--- src/rtl/mdl_abspgcntr.sv ---
// Absolute page counter and seek sequencer for the bubble shift front end.
// Tracks loop position one page per rotation, seeks to a target page and sequences start/stop.
module mdl_abspgcntr #(
    parameter int unsigned PAGE_MAX = 2052
) (
    input  logic        i_MCLK,
    input  logic        i_SYS_RST_n,
    input  logic        i_CLK2M_PCEN_n,
    input  logic [19:0] i_ROT20_n,
    input  logic        i_BSEN_n,
    input  logic        i_CMD_START,
    input  logic        i_CMD_ABORT,
    input  logic [11:0] i_TARGET_PG,
    output logic        o_ABSPGCNTR_CNT_START,
    output logic        o_ABSPGCNTR_CNT_STOP,
    output logic        o_VALPG_ACC_FLAG,
    output logic [11:0] o_ABSPG,
    output logic        o_BUSY,
    output logic        o_PGERR
);

    localparam logic [11:0] PgMax = 12'(PAGE_MAX);

    localparam logic [2:0] StIdle   = 3'd0;
    localparam logic [2:0] StArm    = 3'd1;
    localparam logic [2:0] StStart  = 3'd2;
    localparam logic [2:0] StSeek   = 3'd3;
    localparam logic [2:0] StAccess = 3'd4;
    localparam logic [2:0] StStop   = 3'd5;

    logic [2:0]  state_q, state_d;
    logic [11:0] abspg_q, abspg_d;
    logic [11:0] target_q, target_d;
    logic        cnt_start_q, cnt_start_d;
    logic        cnt_stop_q, cnt_stop_d;
    logic        valpg_q, valpg_d;
    logic        busy_q, busy_d;
    logic        pgerr_q, pgerr_d;

    logic        tick;
    logic        eor;
    logic        counting;
    logic [11:0] pg_next;

    assign tick     = ~i_CLK2M_PCEN_n;
    assign eor      = tick & ~i_ROT20_n[19];
    assign counting = eor & ~i_BSEN_n &
                      ((state_q == StStart) | (state_q == StSeek) |
                       (state_q == StAccess) | (state_q == StStop));
    assign pg_next  = (abspg_q == PgMax) ? 12'd0 : abspg_q + 12'd1;

    always_comb begin
        state_d     = state_q;
        abspg_d     = abspg_q;
        target_d    = target_q;
        cnt_start_d = cnt_start_q;
        cnt_stop_d  = cnt_stop_q;
        valpg_d     = valpg_q;
        busy_d      = busy_q;
        pgerr_d     = pgerr_q;

        // Page tracking runs independently of sequencing, including on an abort tick.
        if (counting) begin
            abspg_d = pg_next;
        end

        if (tick) begin
            case (state_q)
                StIdle: begin
                    if (i_CMD_START) begin
                        if (i_TARGET_PG <= PgMax) begin
                            target_d = i_TARGET_PG;
                            pgerr_d  = 1'b0;
                            busy_d   = 1'b1;
                            state_d  = StArm;
                        end else begin
                            pgerr_d = 1'b1;
                        end
                    end
                end
                StArm: begin
                    if (i_CMD_ABORT) begin
                        busy_d  = 1'b0;
                        state_d = StIdle;
                    end else if (eor) begin
                        cnt_start_d = 1'b1;
                        state_d     = StStart;
                    end
                end
                StStart, StSeek, StAccess: begin
                    if (i_CMD_ABORT) begin
                        cnt_start_d = 1'b0;
                        valpg_d     = 1'b0;
                        cnt_stop_d  = 1'b1;
                        state_d     = StStop;
                    end else if (state_q == StStart) begin
                        if (eor) begin
                            cnt_start_d = 1'b0;
                            state_d     = StSeek;
                        end
                    end else if (state_q == StSeek) begin
                        // Compare against the page being entered, so the current page needs a full loop.
                        if (counting && (pg_next == target_q)) begin
                            valpg_d = 1'b1;
                            state_d = StAccess;
                        end
                    end else if (eor) begin
                        valpg_d    = 1'b0;
                        cnt_stop_d = 1'b1;
                        state_d    = StStop;
                    end
                end
                StStop: begin
                    if (i_BSEN_n) begin
                        cnt_stop_d = 1'b0;
                        busy_d     = 1'b0;
                        state_d    = StIdle;
                    end
                end
                default: begin
                    cnt_start_d = 1'b0;
                    cnt_stop_d  = 1'b0;
                    valpg_d     = 1'b0;
                    busy_d      = 1'b0;
                    state_d     = StIdle;
                end
            endcase
        end
    end

    always_ff @(posedge i_MCLK or negedge i_SYS_RST_n) begin
        if (!i_SYS_RST_n) begin
            state_q     <= StIdle;
            abspg_q     <= 12'd0;
            target_q    <= 12'd0;
            cnt_start_q <= 1'b0;
            cnt_stop_q  <= 1'b0;
            valpg_q     <= 1'b0;
            busy_q      <= 1'b0;
            pgerr_q     <= 1'b0;
        end else begin
            state_q     <= state_d;
            abspg_q     <= abspg_d;
            target_q    <= target_d;
            cnt_start_q <= cnt_start_d;
            cnt_stop_q  <= cnt_stop_d;
            valpg_q     <= valpg_d;
            busy_q      <= busy_d;
            pgerr_q     <= pgerr_d;
        end
    end

    assign o_ABSPGCNTR_CNT_START = cnt_start_q;
    assign o_ABSPGCNTR_CNT_STOP  = cnt_stop_q;
    assign o_VALPG_ACC_FLAG      = valpg_q;
    assign o_ABSPG               = abspg_q;
    assign o_BUSY                = busy_q;
    assign o_PGERR               = pgerr_q;

endmodule

--- config.mk ---
export PLATFORM = sky130hd
export DESIGN_NAME = mdl_abspgcntr
export DESIGN_NICKNAME = d
export VERILOG_FILES = /design/src/rtl/mdl_abspgcntr.sv
export SDC_FILE = /design/constraint.sdc
export NUM_CORES = 1
export LEC_CHECK = 0
export ABC_AREA = 1
export CORE_UTILIZATION = 29
export CTS_CLUSTER_DIAMETER = 200
export DETAILED_ROUTE_END_ITERATION = 10
export HOLD_SLACK_MARGIN = 0.08
export SLEW_MARGIN = 20
export SYNTH_ARGS = -nofsm -noshare
export SYNTH_HDL_FRONTEND = slang
export SYNTH_SLANG_ARGS = --single-unit
--- constraint.sdc ---
create_clock -name i_MCLK -period 1.9 [get_ports i_MCLK]
set_clock_uncertainty 0.05 [all_clocks]
set_input_delay 0.38 -clock i_MCLK [delete_from_list [all_inputs] [get_ports i_MCLK]]
set_output_delay 0.38 -clock i_MCLK [all_outputs]
set_load 0.01 [all_outputs]
==> results.json, run 1 <==
{
  "status": "finished, violations left",
  "violations": "setup timing",
  "min_path_type": "input port to asynchronous set/reset pin",
  "drtIter0Drc": 84,
  "combPwrFrac": 0.513,
  "critPathKind": "register to register",
  "whs_ns": 0.4428,
  "area_growth_pct": 50.68,
  "placement.io_buffers": 35,
  "critPathCaptureType": "register",
  "tritoncts": "yes",
  "setup_viol": 3,
  "rsz0062_at_grt": "true",
  "slew_viol_final": 0,
  "finalCriticalPeriod_ns": 1.963,
  "worst-path-buf-inv": 1,
  "slowest_stage": "dfrtp_2",
  "max_cap_violations": 0,
  "clk_latency_ns": 0.29,
  "ir_drop_v": 0.0003897,
  "synth_cell_types": 28,
  "p_int_w": 0.002125,
  "yosysWarnings": 0,
  "layout_commonest_cell": "nand2_1",
  "rows": 30,
  "slew_headroom": 0.6884,
  "max_freq_ghz": 0.5095,
  "grtUsageTotal": 0.1655,
  "fp.dieH_um": 85.81,
  "grt_max_degree": 33,
  "first_pass_iters": 6,
  "drc": 0,
  "final_nets": 420,
  "chipWidth_um": 85.81,
  "r2r_slack_ns": -0.06,
  "die_area_um2": 7363,
  "p_seq_frac": 0.315,
  "drt_wl_total_um": 5544,
  "ctsHoldBuffers": 0,
  "crit_fanout": 5,
  "grt_pass1_vias": 2124,
  "cp-startpoint": "o_ABSPG[0]$_DFFE_PN0P_",
  "core_um2": 6794,
  "power.leakage_nw": 1.449,
  "hold_viol": 0,
  "root_buffer": "clkbuf_8",
  "cts_buffer_depth": 2,
  "antenna_found_initial": 0,
  "vias": 2160,
  "clock-sinks": 32,
  "grt_pass1_wl_um": 9535,
  "diodes": 0,
  "worst_path_most_repeated_cell": "nand2_1",
  "place.gp.congestion": 0.8578,
  "yosysSeqAreaShare": 0.3931,
  "start_util": 0.2998,
  "critPathLaunchType": "register",
  "fin_ws_ns": -0.06271,
  "drive_gt1_frac": 0.2500,
  "placed_cells": 465,
  "syn_inst": 297,
  "clkPwrFrac": 0.172,
  "timing.final.crit_share": 1.033,
  "cts_buffers": 5,
  "vias_per_cell": 4.538,
  "syn-cell-area_um2": 2037,
  "wl_per_cell_um": 11.65,
  "clk_pin_slew_ns": 0.07,
  "layout_common_cells": "nand2_1 (78), buf_4 (44), inv_1 (34), clkdlybuf4s50_1 (34), nor2_1 (33)",
  "worst_slew_pin_slew_ns": 0.4631,
  "ios": 55,
  "ys_ff_latch": 32,
  "path_cells": "inv_2 -> ha_4 -> nand3_4 -> nor2_4 -> nand2_4 -> nand2_2 -> nand2_1 -> nand2_1 -> nand2_1 -> nor2_2 -> nand3_2 -> o21bai_4 -> nand2_2 -> nand2_1 -> nand2_1",
  "grt_overflow": 0,
  "cp_top_family": "simple AND/OR/NAND/NOR gates",
  "tns_ns": -0.1540,
  "crit_arrival_ns": 2.10,
  "critPathMaxStageDelay_ns": 0.45,
  "syn-num-nets": 338,
  "fin_cells": 476,
  "switchingPower_w": 0.001370,
  "p_sw_frac": 0.3920,
  "postRouteAntennaNets": 0,
  "h-tree-depth": 2,
  "critPathRequiredTime_ns": 2.03,
  "dpl.hpwl_um": 4251,
  "postSynthAreaPerCell_um2": 6.858,
  "power.density_nw_per_um2": 1139,
  "reg2reg_from": "o_ABSPG[0]$_DFFE_PN0P_"
}
-- through the flow --
step	instance area [um^2]	setup WS, ns	power [W]	utilization
finish	3069	-0.06271	0.003494	0.4518
global route	3069	-0.2440	0.003789	0.4518
detailed placement	2820	-0.3210	0.002720	0.4151
global placement	2820	-0.2751	0.002696	0.4151
CTS	3012	-0.1001	0.003477	0.4433
floorplan	2039	0.04243	0.001996	-
-- worst paths after layout --
path,endpoint,depth (start not counted)
setup / recovery,state_q[1]$_DFFE_PN0P_,15
hold / removal,target_q[4]$_DFFE_PN0P_,2
setup reg to reg,state_q[1]$_DFFE_PN0P_,15
hold reg to reg,o_ABSPGCNTR_CNT_START$_DFFE_PN0P_,2
max in group asynchronous,o_ABSPG[7]$_DFFE_PN0P_,2
min in group i_MCLK,o_ABSPGCNTR_CNT_START$_DFFE_PN0P_,2
-- timing repair --
item,CTS,global route
buffers inserted,1,1
pin swaps,12,9
resized for setup,24,14
cloned,1,0
setup endpoints to repair,4,19
-- kinds of logic after synthesis --
family / after synthesis / synth area share
buffers and inverters: 45 / 0.08415
adders and majority gates: 3 / 0.01843
and+or+nand+nor: 173 / 0.3759
DFF: 32 / 0.3931
muxes: 2 / 0.01106
AOI/OAI and AO/OA: 42 / 0.1173
-- final cells by class --
class | count | area (um^2)
Tap cell | 96 | 120.1
Timing Repair Buffer | 80 | 703.2
Fill cell | 700 | 3725
Sequential cell | 32 | 807.0
Inverter | 39 | 146.4
Multi-Input combinational cell | 221 | 1192
Clock buffer | 8 | 100.1
-- flip-flops by register name, indices dropped and copies added (netlist names) --
name and flops:
target_q 12, o_ABSPGCNTR_CNT_START 1, o_ABSPG 12, state_q 3, o_PGERR 1, o_ABSPGCNTR_CNT_STOP 1, o_VALPG_ACC_FLAG 1, o_BUSY 1
-- power by group through the flow --
stage | clock network (W) | logic, W | registers [W]
after CTS | 0.000617 | 0.00177 | 0.00109
after detailed placement | 0 | 0.00163 | 0.00109
after floorplan | 0 | 0.000901 | 0.00110
final | 0.000602 | 0.00179 | 0.00110
after global placement | 0 | 0.00161 | 0.00109
after global routing | 0.000636 | 0.00202 | 0.00113
-- cells in the mapped netlist --
cell type | number | area, um^2
a21oi_1 | 15 | 75.07
a31oi_1 | 1 | 6.260
buf_2 | 2 | 10.01
clkbuf_1 | 4 | 15.01
clkinv_1 | 1 | 3.750
dfrtp_1 | 32 | 800.8
ha_1 | 3 | 37.54
inv_1 | 38 | 142.6
mux2_2 | 2 | 22.52
nand2_1 | 84 | 315.3
nand2_2 | 4 | 25.02
nand3_1 | 27 | 135.1
nand3_2 | 2 | 20.02
nand3b_1 | 1 | 7.510
nand4_1 | 6 | 37.54
nor2_1 | 39 | 146.4
nor2_2 | 2 | 12.51
nor2_4 | 1 | 11.26
nor3_1 | 3 | 15.01
nor4_1 | 3 | 18.77
nor4_4 | 1 | 21.27
o21a_1 | 1 | 7.510
o21ai_0 | 19 | 95.09
o21ai_1 | 1 | 5.000
o21ai_2 | 1 | 8.760
o21bai_1 | 2 | 15.01
o21bai_4 | 1 | 18.77
o31ai_1 | 1 | 7.510
-- routing by layer --
layer  vias up  GRT usage  wire length [um]
met3         6    0.03272               217
met5         -          0                 0
met4         0    0.05000                66
met1       987     0.2144              2618
li1       1122          -                 -
met2        45     0.2793              2641
(Power assumes the default switching activity.)
==> run 2, diff against run 1 <==
Settings changed: CTS_BUF_LIST from default to sky130_fd_sc_hd__clkbuf_8 sky130_fd_sc_hd__clkbuf_16.
==> results.json, run 2 (synthesized netlist as in run 1, its figures left out) <==
{
  "finalCriticalPeriod_ns": 1.964,
  "critPathMaxStageDelay_ns": 0.45,
  "grt_overflow": 0,
  "status": "finished, violations left",
  "drt_wl_total_um": 5558,
  "drtIter0Drc": 86,
  "postRouteAntennaNets": 0,
  "area_growth_pct": 50.68,
  "worst_slew_pin_slew_ns": 0.4643,
  "critPathLaunchType": "register",
  "root_buffer": "clkbuf_8",
  "power.density_nw_per_um2": 1137,
  "endpoint": "state_q[1]$_DFFE_PN0P_",
  "setup_viol": 3,
  "ir_drop_v": 0.0003907,
  "vias_per_cell": 4.571,
  "fin_cells": 476,
  "vias": 2176,
  "first_pass_iters": 6,
  "tritoncts": "yes",
  "cts_buffers": 5,
  "cp_num_cells": 15,
  "slew_headroom": 0.6876,
  "h-tree-depth": 2,
  "slowest_stage": "dfrtp_2",
  "critPathKind": "register to register",
  "fin_ws_ns": -0.06449,
  "path_cells": "inv_2 -> ha_4 -> nand3_4 -> nor2_4 -> nand2_4 -> nand2_2 -> nand2_1 -> nand2_1 -> nand2_1 -> nor2_2 -> nand3_2 -> o21bai_4 -> nand2_2 -> nand2_1 -> nand2_1",
  "clk_latency_ns": 0.29,
  "diodes": 0,
  "grt_pass1_wl_um": 9535,
  "wl_per_cell_um": 11.68,
  "place.gp.congestion": 0.8578,
  "grtUsageTotal": 0.1655,
  "slew_viol_final": 0,
  "drc": 0,
  "violations": "setup timing",
  "rows": 30,
  "cp-startpoint": "o_ABSPG[0]$_DFFE_PN0P_",
  "r2r-end": "state_q[1]$_DFFE_PN0P_",
  "fp.dieH_um": 85.81,
  "fin_util": 0.4518,
  "layout_common_cells": "nand2_1 (78), buf_4 (44), inv_1 (35), clkdlybuf4s50_1 (34), nor2_1 (33)",
  "core_um2": 6794,
  "tns_ns": -0.1591,
  "clock-sinks": 32,
  "chipWidth_um": 85.81,
  "ios": 55,
  "reg2reg_depth": 15,
  "dpl.hpwl_um": 4251,
  "antenna_found_initial": 0,
  "crit_fanout": 5,
  "die_area_um2": 7363,
  "critPathRequiredTime_ns": 2.03,
  "reg2reg_from": "o_ABSPG[0]$_DFFE_PN0P_",
  "hp-start": "o_ABSPGCNTR_CNT_START$_DFFE_PN0P_",
  "clk_pin_slew_ns": 0.07,
  "cts_buffer_depth": 2,
  "max_freq_ghz": 0.5090,
  "rsz0062_at_grt": "true",
  "min_path_type": "register to register",
  "grt_max_degree": 33,
  "layout_commonest_cell": "nand2_1",
  "r2r_slack_ns": -0.06,
  "drive_gt1_frac": 0.2500,
  "cp_top_family": "simple AND/OR/NAND/NOR gates",
  "max_cap_violations": 0,
  "worst-path-buf-inv": 1,
  "final_nets": 420,
  "whs_ns": 0.4428,
  "ctsHoldBuffers": 0,
  "worst_path_most_repeated_cell": "nand2_1",
  "placement.io_buffers": 35,
  "grt_pass1_vias": 2124,
  "power.leakage_nw": 1.454,
  "timing.final.crit_share": 1.034,
  "crit_arrival_ns": 2.10,
  "critPathCaptureType": "register",
  "placed_cells": 465,
  "hold_viol": 0,
  "start_util": 0.2998
}
==> run 2: layer usage <==
| metal | global-route usage | vias to the layer above | wire length [um] |
|---|---|---|---|
| met4 | 0.05000 | 0 | 66 |
| met2 | 0.2793 | 46 | 2653 |
| met1 | 0.2144 | 1002 | 2612 |
| met5 | 0 | - | 0 |
| li1 | - | 1122 | - |
| met3 | 0.03272 | 6 | 225 |
==> run 2: area by class of cell <==
cell class	instances	area (um^2)
Fill cell	700	3725
Clock inverter	1	3.754
Inverter	39	146.4
Clock buffer	7	96.34
Sequential cell	32	807.0
Timing Repair Buffer	80	703.2
Multi-Input combinational cell	221	1192
Tap cell	96	120.1
==> run 2: repair_timing <==
action	in CTS	in global routing
gates cloned	1	0
endpoints found under the setup margin	4	19
gates resized for setup	24	14
buffers inserted	1	1
pin swaps	12	9
==> run 2: stage by stage <==
stage                     power [W]  setup WS (ns)  cell area [um^2]
after detailed placement   0.002720        -0.3210              2820
after floorplan            0.001996        0.04243              2039
final                      0.003490       -0.06449              3069
after global routing       0.003784        -0.2440              3069
after CTS                  0.003472        -0.1005              3012
after global placement     0.002696        -0.2751              2820
==> run 2: worst reg2reg max path, cell delays in order (launching register included) <==
cell and delay, ns:
dfrtp_2 0.45, inv_2 0.09, ha_4 0.13, nand3_4 0.07, nor2_4 0.16, nand2_4 0.09, nand2_2 0.08, nand2_1 0.05
nand2_1 0.05, nand2_1 0.06, nor2_2 0.09, nand3_2 0.10, o21bai_4 0.17, nand2_2 0.10, nand2_1 0.08, nand2_1 0.05
==> run 2: worst min path at each step <==
stage | endpoint | slack [ns] | cells past startpoint
2_1_floorplan | o_ABSPGCNTR_CNT_START$_DFFE_PN0P_ | 0.03 | 0
3_3_place_gp | o_ABSPGCNTR_CNT_START$_DFFE_PN0P_ | 0.42 | 2
3_5_place_dp | o_ABSPGCNTR_CNT_START$_DFFE_PN0P_ | 0.43 | 2
4_1_cts | o_ABSPGCNTR_CNT_START$_DFFE_PN0P_ | 0.45 | 2
5_1_grt | o_ABSPGCNTR_CNT_START$_DFFE_PN0P_ | 0.48 | 2
6_report | o_ABSPGCNTR_CNT_START$_DFFE_PN0P_ | 0.44 | 2
==> run 2: where the power goes <==
part | total, W | switching [W] | internal (W) | leakage (nW)
combinational | 0.00180 | 0.000922 | 0.000874 | 1.01
clock | 0.000596 | 0.000271 | 0.000325 | 0.0557
sequential | 0.00110 | 0.000179 | 0.000920 | 0.390
total | 0.00349 | 0.00137 | 0.00212 | 1.45
==> run 3, diff against run 2 <==
Settings changed: CTS_CLUSTER_SIZE from default to 28, SLEW_MARGIN 20 to default.
==> results of run 3 <==
The final DEF is identical to that of run 2; final timing and power are the same.
